File: config.mk
export PLATFORM = sky130hd
export DESIGN_NAME = clock_divider
export DESIGN_NICKNAME = d
export VERILOG_FILES = /design/src/rtl/clock_divider.sv
export SDC_FILE = /design/constraint.sdc
export NUM_CORES = 1
export LEC_CHECK = 0
export CAP_MARGIN = 25
export CORE_UTILIZATION = 42
export CTS_CLUSTER_DIAMETER = 60
export DETAILED_ROUTE_END_ITERATION = 10
export DONT_BUFFER_PORTS = 1
export PLACE_DENSITY = 0.52
export SLEW_MARGIN = 10
export SYNTH_ARGS = -nofsm -noshare
export SYNTH_HDL_FRONTEND = slang
export SYNTH_SLANG_ARGS = --single-unit
File: constraint.sdc
create_clock -name clk -period 2.05 [get_ports clk]
set_input_delay 0.41 -clock clk [delete_from_list [all_inputs] [get_ports clk]]
set_output_delay 0.41 -clock clk [all_outputs]
set_load 0.01 [all_outputs]
File: src/rtl/clock_divider.sv
// ============================================================================
// clock_divider
// ----------------------------------------------------------------------------
// Free-running integer clock divider used as the UART baud-rate generator.
// The system clock is divided by DIVISOR to produce a near-50% duty-cycle
// slow clock plus a one-cycle strobe on the last cycle of every slow period.
// With the default DIVISOR of 651 and a 100 MHz system clock this gives the
// 16x oversampling clock for 9600 baud.
//
// Parameters:
//   DIVISOR  full period of clk_out in clk cycles (must be >= 2)
//   CNT_W    width of the internal cycle counter (derived, leave alone)
//
// Ports:
//   clk      input   system clock, all state changes on its rising edge
//   rst_n    input   asynchronous active-low reset
//   clk_out  output  divided clock, low for floor(DIVISOR/2) cycles then
//                    high for the remainder of the period; driven by a flop
//   tick     output  one-clk-cycle strobe on the last high cycle of clk_out;
//                    driven by a flop
//
// clk_out is a data signal. Downstream logic should use tick as a clock
// enable, or route clk_out through a global clock buffer before using it
// as a clock.
// ============================================================================
module clock_divider #(
    parameter int DIVISOR = 651,
    parameter int CNT_W   = $clog2(DIVISOR)
) (
    input  logic clk,
    input  logic rst_n,
    output logic clk_out,
    output logic tick
);

    // A divisor below 2 cannot produce both a low and a high phase.
    if (DIVISOR < 2) begin : g_badDivisor
        $error("clock_divider: DIVISOR must be at least 2");
    end

    // Counter value on the last cycle of a period, and the first value of
    // the high phase. Odd divisors therefore get the extra cycle high.
    localparam logic [CNT_W-1:0] COUNT_LAST = CNT_W'(DIVISOR - 1);
    localparam logic [CNT_W-1:0] COUNT_HIGH = CNT_W'(DIVISOR / 2);

    logic [CNT_W-1:0] r_count;
    logic [CNT_W-1:0] w_countNext;

    // Next counter value. Using >= rather than == means any out-of-range
    // value (for example after an upset) falls back to 0 on the next edge.
    always_comb begin
        w_countNext = r_count + CNT_W'(1);
        if (r_count >= COUNT_LAST) begin
            w_countNext = '0;
        end
    end

    // Both outputs are decoded from the next counter value and registered,
    // so each output always reflects the counter value it sits beside and
    // there is no combinational path to the ports.
    always_ff @(posedge clk or negedge rst_n) begin
        if (!rst_n) begin
            r_count <= '0;
            clk_out <= 1'b0;
            tick    <= 1'b0;
        end else begin
            r_count <= w_countNext;
            clk_out <= (w_countNext >= COUNT_HIGH);
            tick    <= (w_countNext == COUNT_LAST);
        end
    end

endmodule

# Yosys cells after proc, flatten, opt, wreduce, memory -nomap -nowiden
# Index checks and enable logic that the tools add are counted.
# totals
register_bits	12
out_inout_bits	2
wordCells	8
# classes
add_sub_neg	1
n_lt_le_gt_ge	2
eq_ne	1
mux	1
# ops
operator	n
10-bit by 1-bit adder with 10-bit output, second input constant	1
10-bit equality test, second input constant	1
10-bit greater-or-equal comparator, second input constant	1
10-bit by 9-bit greater-or-equal comparator with 1-bit output, second input constant	1
10-bit 2-to-1 mux	1

# Depth between registers and ports, before layout
# logic_depth
depth_word	3
ltp_mapped	7
ltp_nobuf	6

# Worst setup path after synthesis
# Ideal clock, no wire load.
# synth_timing
kind	register to register
startpoint	reg r_count[1]
endpoint	reg tick
setup_time_ns	0.094
arrival_time_ns	1.726
required_ns	1.956
slack_ns	0.230
path_stages_with_launch	7
path_cell_list	dfrtp_1 > ha_1 > buf_4 > a311oi_1 > a31oi_1 > or4_4 > nor4b_4
# synth_via
elab_chain_len	3
word_cells_on_any_way	4
# synth_lines
element	line_no	rtl
from (decl)	46	logic [CNT_W-1:0] r_count;
from (signal assigned)	67	r_count <= w_countNext;
10-bit by 1-bit adder with 10-bit output or 10-bit greater-or-equal comparator (tied branches)	52, 53	
10-bit 2-to-1 mux (*)	53	if (r_count >= COUNT_LAST) begin
10-bit equality test (*)	69	tick <= (w_countNext == COUNT_LAST);
to (signal assigned)	69	
to (decl)	33	output logic tick
# Mark *: on every way between the ends. The rest lies on a longest branch, timed or not.

# Worst setup path after layout
# layout_timing
startpoint	reg r_count[0]
endpoint	reg tick
# Same word-level chain as after synthesis.

==> results.cfg <==
[run_status]
status = completed

[cts]
cts_buffer_depth = 2
cts_tree = built
cts_buffers = 3
cts_resized = 0
ctsHoldBuffers = 1
cts.sinks = 12
htreeDepth = 1
cts_setup_buffers = 0
insertion_delay_ns = 0.27
clockRootBuffer = clkbuf_4
clk_transition_reported_paths_ns = 0.07

[global_routing]
grt_pass1_vias = 552
track_usage = 0.183
grt_max_degree = 13
grt_pass1_wl_um = 2530
grt.overflow.total = 0
antenna_found_initial = 0

[critical_path]
crit-reg2reg-capture = tick
timing.rr.start = r_count[0]
setup.worst_path.end_class = flip-flop
start_kind = flip-flop
rrSetupSlack_ns = 0.18
cp.arrival_ns = 2.06
crit_required_ns = 2.24
r2r_cells = 5
cp_max_fo = 9
worst-setup-path-type = flip-flop to flip-flop

[placement]
dp.final_hpwl_um = 1020
pre_cts_slack_ns = 0.201
gp_congestion = 0.818
port_buffers = 0

[sta]
fin_skew_ns = 0.00301
rsz0062_at_grt = false
min_period_ns = 1.87
slew_viol_final = 0
fmax_mhz = 535
final_hold_viol_count = 0
fin_crit_sh = 0.912
relSlewSlack = 0.646
finalSetupTns_ns = 0
setup_viol = 0
tightestPinTransition_ns = 0.529
setup_ws_ns = 0.180

[die]
die_w_um = 44.4
core_area_sq_um = 1590
ios = 4
die_h_um = 44.4
die-area_sq_um = 1970
fp-row-count = 14
initial_core_util = 0.474

[power]
vdd_ir_drop_max_mv = 0.370
share_seq_of_total_power = 0.554
p_clk_frac = 0.433
internal_power_w = 0.000346
p_per_area_nw_per_um2 = 524
netSwitchingFraction = 0.191
p_sw_w = 0.0000814
power_leakage_nw = 0.371
combPwrFrac = 0.013

[synth]
yosysUniqueCellTypes = 37
yosys.area_share.simple = 0.250
syn_area_sq_um = 756
synth_top_family_by_area = simple AND/OR/NAND/NOR gates
muxShareOfSynthArea = 0.0149
syn_nets = 83
seq_area_frac_synth = 0.397
yosysWarningCount = 0
synth_compound_area_frac = 0.139
syn_area_per_cell_sq_um = 9.57
synth_xor_xnor_area_share = 0.0927
synth_area_leader_cell = dfrtp_1
synth-adder-area-share = 0.0331
synth_top_area_share = 0.397
ys_ff_latch = 12
netlist_top_cells_area = dfrtp_1 (40%), xnor2_1 (4.6%), xor2_1 (4.6%), nor2_1 (4.0%), ha_1 (3.3%)
synthesis.instances = 79

[drt]
ant_nets = 0
wire_per_inst_um = 13.5
first_pass_iters = 4
viasPerCell = 5.56
drt_iter0_markers = 11
drt-total-wl_um = 1410
drc_errors = 0
vias = 584

[cells_and_area]
post-route-util = 0.511
nNetsFinal = 86
area_growth_pct = 7.78
drive_above_1_share = 0.136
antenna_cells = 0

[run]
maxCapViolations = 0

[worst_hold_path]
hold_class = input port to async pin
area by class of cell:
| class | instances | area [sq um] |
|---|---|---|
| Sequential cell | 12 | 300 |
| Multi-Input combinational cell | 57 | 400 |
| Fill cell | 149 | 779 |
| Timing Repair Buffer | 4 | 32.5 |
| Inverter | 4 | 15.0 |
| Clock buffer | 4 | 36.3 |
| Tap cell | 24 | 30.0 |
worst max-delay path, stage by stage, from the launching register on:
cell and delay (ns):
dfrtp_1 0.44, ha_1 0.33, a311oi_1 0.30, a31oi_1 0.07
or4_4 0.44, nor4b_4 0.21
per-layer routing:
| metal | GRT usage | share of wire | wire, um |
|---|---|---|---|
| met5 | 0 | 0 | 0 |
| met3 | 0.0776 | 0.069 | 97 |
| met1 | 0.232 | 0.47 | 665 |
| met2 | 0.250 | 0.43 | 613 |
| met4 | 0.121 | 0.025 | 36 |
how the worst max path moves through the flow:
stage	cells past startpoint	endpoint	slack (ns)	startpoint
global route	5	tick	0.04	r_count[0]
finish	5	tick	0.18	r_count[0]
floorplan	6	tick	0.23	r_count[1]
detailed placement	5	tick	0.20	r_count[0]
CTS	5	tick	0.18	r_count[0]
global placement	5	tick	0.23	r_count[0]
stage by stage:
stage,area (sq um),hold slack [ns],instances,power [W]
floorplan,756,0.114,79,0.000241
global placement,768,0.115,100,0.000241
detailed placement,768,0.115,100,0.000241
CTS,815,0.551,105,0.000438
global route,815,0.582,105,0.000449
finish,815,0.548,105,0.000427
synth_stat cells:
cell      number
nor2_1         8
or4_4          1
inv_1          4
xnor2_1        4
buf_6          1
dfrtp_1       12
o31ai_1        1
nor3_1         1
buf_4          2
nor4b_4        1
a211o_1        1
a21o_1         1
nand4_1        2
a31oi_1        3
and3_2         1
nor2b_1        1
o21ai_0        2
o211ai_1       1
o22ai_1        1
nor4_1         1
a311oi_1       2
buf_2          2
xor2_1         4
and4_1         1
and2_1         1
and3b_1        1
clkbuf_1       1
ha_1           2
nand3_1        3
mux2_2         1
a22o_1         1
nand2_1        4
a21oi_1        1
o21bai_1       1
and3_1         1
nor3b_1        1
or3_1          3
layout by cell type, fill, tap and decap left out, drive strengths merged:
master        n
a211o         1
a21o          1
a21oi         1
a22o          1
a311oi        2
a31oi         3
and2          1
and3          2
and3b         1
and4          1
buf           3
clkbuf        4
dfrtp        12
dlygate4sd3   1
ha            2
inv           4
mux2          1
nand2         4
nand3         3
nand4         2
nor2          8
nor2b         1
nor3          1
nor3b         1
nor4          1
nor4b         1
o211ai        1
o21ai         2
o21bai        1
o22ai         1
o31ai         1
or3           3
or4           1
xnor2         4
xor2          4
power by group through the flow:
| stage | Sequential, W | Clock, W | Combinational, W |
|---|---|---|---|
| 2_1_floorplan | 0.000241 | 0 | 0.000000000199 |
| 3_3_place_gp | 0.000241 | 0 | 0.000000000192 |
| 3_5_place_dp | 0.000241 | 0 | 0.000000000192 |
| 4_1_cts | 0.000236 | 0.000196 | 0.00000602 |
| 5_1_grt | 0.000236 | 0.000206 | 0.00000665 |
| 6_report | 0.000236 | 0.000185 | 0.00000560 |
registers in the layout (all words and copies together), names as in the netlist:
name / count
clk_out: 1
r_count: 10
tick: 1
kinds of logic after synthesis:
kind of cell	after synthesis
AOI/OAI and AO/OA	15
xor gates and xnor gates	8
adders and majority gates	2
buffers and inverters	10
DFF	12
muxes	1
and+or+nand+nor	31
No activity file was read; power rests on OpenSTA's default activity.
